<file path="src/rtl/fft_frame_sched_if.sv">
// Signal bundle between the frame scheduler, the two acquisition FIFOs and the
// FFT sink port. The master side is the scheduler; the slave side is the FIFOs plus the FFT core.
interface fft_frame_sched_if #(
  parameter int DATA_W = 16
);
  logic              ch0_full;
  logic              ch1_full;
  logic              ch0_empty;
  logic              ch1_empty;
  logic [DATA_W-1:0] ch0_data;
  logic [DATA_W-1:0] ch1_data;
  logic              ch0_rdreq;
  logic              ch1_rdreq;
  logic              sink_ready;
  logic              sink_valid;
  logic              sink_sop;
  logic              sink_eop;
  logic [DATA_W-1:0] sink_real;
  logic              sink_ch;

  modport master (
    input  ch0_full, ch1_full, ch0_empty, ch1_empty, ch0_data, ch1_data, sink_ready,
    output ch0_rdreq, ch1_rdreq, sink_valid, sink_sop, sink_eop, sink_real, sink_ch
  );

  modport slave (
    output ch0_full, ch1_full, ch0_empty, ch1_empty, ch0_data, ch1_data, sink_ready,
    input  ch0_rdreq, ch1_rdreq, sink_valid, sink_sop, sink_eop, sink_real, sink_ch
  );
endinterface

</file>
<file path="src/rtl/fft_frame_sched.sv">
// Round-robin scheduler that feeds fixed-length frames from two show-ahead FIFOs into one FFT sink.
// Define FFT_SCHED_ZERO_PAD_EN to pad FIFO underruns with zero beats instead of stalling the frame.
module fft_frame_sched #(
  parameter int FRAME_LEN = 512,
  parameter int DATA_W    = 16,
  parameter int GAP_CYC   = 16
) (
  input  logic                clk,
  input  logic                reset,
  fft_frame_sched_if.master   bus,
  output logic                busy,
  output logic                frame_done,
  output logic                underrun_err
);
  localparam int CNT_W = $clog2(FRAME_LEN);
  localparam int GAP_W = (GAP_CYC > 1) ? $clog2(GAP_CYC) : 1;
  localparam logic [CNT_W-1:0] LAST_BEAT = CNT_W'(FRAME_LEN - 1);
  localparam logic [GAP_W-1:0] LAST_GAP  = GAP_W'(GAP_CYC - 1);

  typedef enum logic [1:0] {IDLE, STREAM, GAP} state_t;

  state_t            state_reg;
  logic [1:0]        full_prev_reg;
  logic [1:0]        pend_reg;
  logic              last_grant_reg;
  logic              sink_ch_reg;
  logic [CNT_W-1:0]  cnt_reg;
  logic [GAP_W-1:0]  gap_cnt_reg;
  logic              busy_reg;
  logic              frame_done_reg;
  logic              underrun_reg;

  logic [1:0]        full_now;
  logic [1:0]        rise;
  logic [1:0]        pend_clr;
  logic              take_grant;
  logic              grant_ch;
  logic              in_stream;
  logic              sel_empty;
  logic [DATA_W-1:0] sel_data;
  logic              accept;
  logic              pop;

  assign full_now   = {bus.ch1_full, bus.ch0_full};
  assign rise       = full_now & ~full_prev_reg;
  assign take_grant = (state_reg == IDLE) && (|pend_reg);
  // With both channels waiting, the one that did not run last goes first.
  assign grant_ch   = (pend_reg == 2'b11) ? ~last_grant_reg : pend_reg[1];

  for (genvar gi = 0; gi < 2; gi++) begin : g_pend
    assign pend_clr[gi] = take_grant && (grant_ch == 1'(gi));
  end

  assign in_stream = (state_reg == STREAM);
  assign sel_empty = sink_ch_reg ? bus.ch1_empty : bus.ch0_empty;
  assign sel_data  = sink_ch_reg ? bus.ch1_data  : bus.ch0_data;

`ifdef FFT_SCHED_ZERO_PAD_EN
  assign bus.sink_valid = in_stream;
`else
  assign bus.sink_valid = in_stream && !sel_empty;
`endif

  // Zero is forced whenever no real sample is presented, which also gives the pad value.
  assign bus.sink_real = (in_stream && !sel_empty) ? sel_data : '0;
  assign accept        = bus.sink_valid && bus.sink_ready;
  assign pop           = accept && !sel_empty;
  assign bus.ch0_rdreq = pop && !sink_ch_reg;
  assign bus.ch1_rdreq = pop && sink_ch_reg;
  assign bus.sink_sop  = bus.sink_valid && (cnt_reg == '0);
  assign bus.sink_eop  = bus.sink_valid && (cnt_reg == LAST_BEAT);
  assign bus.sink_ch   = sink_ch_reg;

  assign busy         = busy_reg;
  assign frame_done   = frame_done_reg;
  assign underrun_err = underrun_reg;

  always_ff @(posedge clk or posedge reset) begin
    if (reset) begin
      state_reg      <= IDLE;
      full_prev_reg  <= '0;
      pend_reg       <= '0;
      last_grant_reg <= 1'b1;
      sink_ch_reg    <= 1'b0;
      cnt_reg        <= '0;
      gap_cnt_reg    <= '0;
      busy_reg       <= 1'b0;
      frame_done_reg <= 1'b0;
      underrun_reg   <= 1'b0;
    end else begin
      full_prev_reg  <= full_now;
      // A fresh edge wins over the grant clear so a re-fill during the frame is queued.
      pend_reg       <= (pend_reg & ~pend_clr) | rise;
      frame_done_reg <= 1'b0;
      if (in_stream && sel_empty) begin
        underrun_reg <= 1'b1;
      end
      case (state_reg)
        IDLE: begin
          if (take_grant) begin
            sink_ch_reg    <= grant_ch;
            last_grant_reg <= grant_ch;
            cnt_reg        <= '0;
            state_reg      <= STREAM;
            busy_reg       <= 1'b1;
          end
        end
        STREAM: begin
          if (accept) begin
            if (cnt_reg == LAST_BEAT) begin
              state_reg      <= GAP;
              gap_cnt_reg    <= '0;
              frame_done_reg <= 1'b1;
            end else begin
              cnt_reg <= cnt_reg + 1'b1;
            end
          end
        end
        GAP: begin
          if (gap_cnt_reg == LAST_GAP) begin
            state_reg <= IDLE;
            busy_reg  <= 1'b0;
          end else begin
            gap_cnt_reg <= gap_cnt_reg + 1'b1;
          end
        end
        default: begin
          state_reg <= IDLE;
          busy_reg  <= 1'b0;
        end
      endcase
    end
  end
endmodule

</file>
<file path="src/flat_wrapper.sv">
// flat-port wrapper written by rule: the top's interface ports become plain ports
module fft_frame_sched_flat 
#(
  parameter int FRAME_LEN = 512,
  parameter int DATA_W    = 16,
  parameter int GAP_CYC   = 16
)
  (clk, reset, busy, frame_done, underrun_err, bus_ch0_full, bus_ch1_full, bus_ch0_empty, bus_ch1_empty, bus_ch0_data, bus_ch1_data, bus_sink_ready, bus_ch0_rdreq, bus_ch1_rdreq, bus_sink_valid, bus_sink_sop, bus_sink_eop, bus_sink_real, bus_sink_ch);
  fft_frame_sched_if #(.DATA_W(DATA_W)) bus_i ();
  input  logic clk;
  input  logic reset;
  output logic busy;
  output logic frame_done;
  output logic underrun_err;
  input wire logic [$bits(bus_i.ch0_full)-1:0] bus_ch0_full;
  input wire logic [$bits(bus_i.ch1_full)-1:0] bus_ch1_full;
  input wire logic [$bits(bus_i.ch0_empty)-1:0] bus_ch0_empty;
  input wire logic [$bits(bus_i.ch1_empty)-1:0] bus_ch1_empty;
  input wire logic [$bits(bus_i.ch0_data)-1:0] bus_ch0_data;
  input wire logic [$bits(bus_i.ch1_data)-1:0] bus_ch1_data;
  input wire logic [$bits(bus_i.sink_ready)-1:0] bus_sink_ready;
  output wire logic [$bits(bus_i.ch0_rdreq)-1:0] bus_ch0_rdreq;
  output wire logic [$bits(bus_i.ch1_rdreq)-1:0] bus_ch1_rdreq;
  output wire logic [$bits(bus_i.sink_valid)-1:0] bus_sink_valid;
  output wire logic [$bits(bus_i.sink_sop)-1:0] bus_sink_sop;
  output wire logic [$bits(bus_i.sink_eop)-1:0] bus_sink_eop;
  output wire logic [$bits(bus_i.sink_real)-1:0] bus_sink_real;
  output wire logic [$bits(bus_i.sink_ch)-1:0] bus_sink_ch;
  assign bus_i.ch0_full = bus_ch0_full;
  assign bus_i.ch1_full = bus_ch1_full;
  assign bus_i.ch0_empty = bus_ch0_empty;
  assign bus_i.ch1_empty = bus_ch1_empty;
  assign bus_i.ch0_data = bus_ch0_data;
  assign bus_i.ch1_data = bus_ch1_data;
  assign bus_i.sink_ready = bus_sink_ready;
  assign bus_ch0_rdreq = bus_i.ch0_rdreq;
  assign bus_ch1_rdreq = bus_i.ch1_rdreq;
  assign bus_sink_valid = bus_i.sink_valid;
  assign bus_sink_sop = bus_i.sink_sop;
  assign bus_sink_eop = bus_i.sink_eop;
  assign bus_sink_real = bus_i.sink_real;
  assign bus_sink_ch = bus_i.sink_ch;
  fft_frame_sched #(.FRAME_LEN(FRAME_LEN), .DATA_W(DATA_W), .GAP_CYC(GAP_CYC)) u_core (.clk(clk), .reset(reset), .bus(bus_i), .busy(busy), .frame_done(frame_done), .underrun_err(underrun_err));
endmodule
</file>
<file path="config.mk">
export PLATFORM = sky130hd
export DESIGN_NAME = fft_frame_sched_flat
export DESIGN_NICKNAME = d
export VERILOG_FILES = /design/src/rtl/fft_frame_sched_if.sv /design/src/rtl/fft_frame_sched.sv /design/src/flat_wrapper.sv
export SDC_FILE = /design/constraint.sdc
export NUM_CORES = 1
export LEC_CHECK = 0
export CAP_MARGIN = 20
export CORE_MARGIN = 2
export CORE_UTILIZATION = 45
export DETAILED_ROUTE_END_ITERATION = 7
export PLACE_DENSITY = 0.85
export SETUP_SLACK_MARGIN = 0.02
export SLEW_MARGIN = 10
export SYNTH_ARGS = -nofsm -noshare
export SYNTH_HDL_FRONTEND = slang
export SYNTH_SLANG_ARGS = --single-unit
</file>
<file path="constraint.sdc">
create_clock -name clk -period 4.45 [get_ports clk]
set_clock_uncertainty 0.05 [all_clocks]
set_input_delay 1.1125 -clock clk [delete_from_list [all_inputs] [get_ports clk]]
set_output_delay 1.1125 -clock clk [all_outputs]
set_load 0.005 [all_outputs]
</file>
==> Word-level counts from Yosys, hierarchy flattened <==
Index checks and enable logic that the tools add are counted.
{ "word_totals": {"reg_bits": 24, "inputBits": 39, "output_inout_bits": 25, "word_cells": 77} }
{ "op_classes": {"addsub": 2, "eq_ne": 11, "n_mux": 23, "bitwise_logic": 8, "n_reduce_logical": 23} }
{ "ops": {"columns": ["cell", "count"], "rows": [
  ["$mux W16", 2],
  ["$mux W9", 3],
  ["$pmux W9 S2", 1],
  ["$mux W4", 3],
  ["$reduce_and A4 Y1", 3],
  ["$logic_and A1 B1 Y1", 11],
  ["$add A9 B1 Y9 const B", 1],
  ["$eq A9 B9 Y1 const B", 1],
  ["$logic_not A9 Y1", 1],
  ["$mux W2", 4],
  ["$ne A2 B2 Y1 const B", 4],
  ["$pmux W4 S2", 1],
  ["$mux W1", 7],
  ["$pmux W2 S3", 1],
  ["$add A4 B1 Y4 const B", 1],
  ["$and A2 B2 Y2", 2],
  ["$eq A2 B2 Y1 const B", 2],
  ["$eq A4 B4 Y1 const B", 1],
  ["$ne A2 B1 Y1 const B", 2],
  ["$not A2 Y2", 2],
  ["$reduce_bool A2 Y1", 2],
  ["$not A1 Y1", 3],
  ["$pmux W1 S3", 1],
  ["$reduce_and A3 Y1", 1],
  ["6 further kinds", 7]
]} }

==> Depth between registers and ports, before layout <==
Gate-level depths: netlist of run 1.
{ "logic_depth": {"ltp_word": 7, "depth_mapped": 10, "ltp_nobuf": 10} }

==> Least setup slack after synthesis of run 1 <==
No wires, ideal clock.
{ "synth_path": {"path_type": "input -> output", "start": "input port bus_ch0_empty", "end": "output port bus_sink_real[10]", "arrival_ns": 1.776, "t_required_ns": 3.288, "path_slack_ns": 1.512, "cell_stages": 4, "n_path_buf": 1, "cell_sequence": "mux2i_4 > nand2_2 > buf_2 > nor2_1"} }
{ "synth_via": {"elab_chain_len": 4} }
{ "synth_lines": {"columns": ["element", "line_no", "text"], "rows": [
  ["start: declaration", "flat_wrapper.sv:17", "input wire logic [$bits(bus_i.ch0_empty)-1:0] bus_ch0_empty;"],
  ["$mux W1", "fft_frame_sched.sv:55", "assign sel_empty = sink_ch_reg ? bus.ch1_empty : bus.ch0_empty;"],
  ["$logic_not A1 Y1", "fft_frame_sched.sv:65", "assign bus.sink_real = (in_stream && !sel_empty) ? sel_data : '0;"],
  ["$logic_and A1 B1 Y1", "fft_frame_sched.sv:65", null],
  ["$mux W16", "fft_frame_sched.sv:65", null],
  ["end: declaration", "flat_wrapper.sv:27", "output wire logic [$bits(bus_i.sink_real)-1:0] bus_sink_real;"]
]} }
No other way between the ends.

==> Worst setup path in the final report of run 1 <==
{ "layout_path": {"start": "input port bus_ch0_empty", "end": "output port bus_sink_real[6]"} }
Same word-level chain as after synthesis.

==> run metrics, run 1 <==
final hold vios=0; placed cells=265; worst-path fanout max=16; Synth Warn #=0; Leak=0.927 nW; Sw Share=25.1%; largest net degree at the start of global routing=25; total power=0.527 mW; syn_nets=202; Mapped Cells=159; Cell Pwr Density=240 nW/um2; CTS clock-pin slew for the worst setup and hold paths=0.12 ns; distinct cell type count of the synthesized netlist=41; initial core utilization=47.5%; GP Congestion=0.806; CP dominant cell by count=clkdlybuf4s50_1; vias in the first global route=1,333; # diodes=0; post-CTS setup buffers=0; CP Data Required Time=3.29 ns; # Max-Cap Violations=0; initial antenna violation count=0; Max-slew headroom=39.9%; 1st-iter DRT viols=95; Max VDD drop=0.327 mV; Flop pwr share=48.9%; #FFs+latches synth=24; CP endpoint kind=output port; Syn Area/Cell=9.20 um2; flop-to-flop setup slack=1.98 ns; total negative slack=0 ns; Multi-input gate area=802 um2; clk_lat worst skew=0.32 ns; Root Buffer=clkbuf_4; die height=61.0 um; Cell Chain, Critical Path=clkdlybuf4s50_1 -> mux2i_4 -> nand2_2 -> buf_4 -> nor2_1 -> clkdlybuf4s50_1; critical path buffer and inverter count=3; max reg flops=9; startpoint types=input port; I/O pin count=64; reg2reg end=u_core.cnt_reg[6]; CP Data Arrival Time=2.79 ns; global-route wire length before repair=6080 um; sw power=0.132 mW; worst slack, placed=0.484 ns; Crit. path cell count=6; total gr overflow=0; vias per inst=5.11; Worst path max stage delay=0.53 ns; highest clock rate=253 MHz; worst hold path class=reg2reg; min-delay src=u_core.full_prev_reg[0]; status=completed; clock buffer depth=2; Reg2Reg Depth=8; area of the core=3080 um2; Final ANT Viol Nets=0; DP Wirelength=3050 um; internal power=0.395 mW; commonest non-fill, non-tap cell in the layout=clkdlybuf4s50_1; FP Rows=20; Pins Over Slew Limit=0; post_cts resized=0; Total Die Area=3720 um2; hold depth=1; Comb pwr share=21.2%; H-tree Lvls=1; most frequent cells in the layout=clkdlybuf4s50_1 (63), nor2_1 (23), dfrtp_1 (23); number of synthesized flops with an enable pin=0; Post-Route WL=3820 um; WS Path Type=in2out; die extent in x=61.0 um; ys async rst share=100%; final setup fails=0; CP max stage cell=clkdlybuf4s50_1; IO Port Bufs=63; FF/Latch Area=602 um2; fillers=240; total CTS buffers=3; Global Route Usage Sum=21.9%; final net count=269; first-pass detailed-route iteration total=4; Post-Layout Cell Count=269; Final period util=88.9%; dominant synthesized flop cell=dfrtp_1; WHS Endpoint=u_core.pend_reg[0]; vias=1,375; share of cells above drive strength 1=7.11%; Tmin final=3.96 ns; CP top delay family=buffers and inverters; drt drc=0; Avg WL per Cell=14.2 um; Post-Syn Area=1460 um2; CTS tree=yes; clk sink count=24; reg2reg start=u_core.cnt_reg[0]; Util after Layout=71.4%; CP Launch Point=bus_ch0_empty; post-synthesis sequential area ratio=41.1%; Worst Slack Setup Final=0.494 ns; Least-Margin Pin Slew=0.900 ns; hold_buf cts=0; RSZ-0062 raised after global routing=false; clock share of power=29.9%; Area Overhead vs Synth=50.3%
-- routing by layer --
metal  vias to the layer above  share of wire [%]  global-route usage [%]  routed length (um)
met5                         -                  0                       0                   0
met3                         5                2.5                    4.62                  97
met1                       658                 40                    25.6                1520
met4                         0               0.81                    3.42                  31
li1                        691                  -                       -                   -
met2                        21                 57                    41.8                2170
-- how the worst max path moves through the flow --
stage / to / slack, ns
after detailed placement: bus_sink_real[6] / 0.48
after global placement: bus_sink_real[10] / 0.56
final: bus_sink_real[6] / 0.49
after global routing: bus_sink_real[6] / 0.37
after CTS: bus_sink_real[6] / 0.48
after floorplan: bus_sink_real[10] / 1.51
-- through the flow --
step / hold slack, ns / instance area, um2
3_5_place_dp: 0.386 / 2150
6_report: 0.395 / 2200
5_1_grt: 0.409 / 2200
4_1_cts: 0.403 / 2200
3_3_place_gp: 0.357 / 2150
2_1_floorplan: 0.350 / 1460
-- cells in the mapped netlist (2+ instances only) --
| master | number | area, um2 |
|---|---|---|
| and3_1 | 5 | 31.3 |
| a21oi_1 | 2 | 10.0 |
| buf_2 | 2 | 10.0 |
| a21o_1 | 2 | 15.0 |
| inv_1 | 9 | 33.8 |
| nor2b_1 | 2 | 12.5 |
| buf_4 | 2 | 15.0 |
| o21ai_0 | 14 | 70.1 |
| nand2_1 | 19 | 71.3 |
| mux2i_1 | 16 | 160 |
| nand3_1 | 6 | 30.0 |
| a22o_1 | 2 | 17.5 |
| nand2b_1 | 2 | 12.5 |
| ha_1 | 4 | 50.1 |
| dfrtp_1 | 23 | 576 |
| nand4_1 | 2 | 12.5 |
| nor2_1 | 23 | 86.3 |
-- power by group through the flow --
stage                     Combinational [mW]  Clock, mW  Sequential [mW]
after floorplan                       0.0502          0            0.254
after global placement                 0.107          0            0.259
after detailed placement               0.112          0            0.261
after CTS                              0.113      0.164            0.257
after global routing                   0.124      0.171            0.260
final                                  0.112      0.158            0.257
-- area by class of cell --
| cell class | count | share of cell area, % |
|---|---|---|
| clock inverters | 1 | 1.37 |
| multi-input cells | 122 | 36.5 |
| flip-flops and latches | 24 | 27.4 |
| well taps | 44 | 2.50 |
| inverters | 9 | 1.54 |
| clock buffers | 3 | 1.02 |
| repair buffers | 66 | 29.7 |
-- logic make-up after synthesis --
group                    after synthesis  synth area share [%]
AO/OA/AOI/OAI                         31                  15.1
XOR/XNOR                               2                  1.20
adder cells (fa/ha/maj)                4                  3.42
buffers and inverters                 13                  4.02
flip-flops                            24                  41.1
multiplexers                          18                  13.3
AND/OR/NAND/NOR                       67                  21.8
No activity file was read; power rests on OpenSTA's default activity.
==> inputs of run 2 (changes only) <==
Settings changed: ABC_AREA from default to 0.
==> results of run 2 <==
Final layout, timing and power as in run 1 (identical DEF).
==> inputs of run 3 (changes only) <==
Settings changed: CAP_MARGIN 20 to default, CTS_CLUSTER_SIZE from default to 40.
==> results of run 3 <==
Final layout, timing and power as in run 1 (identical DEF).
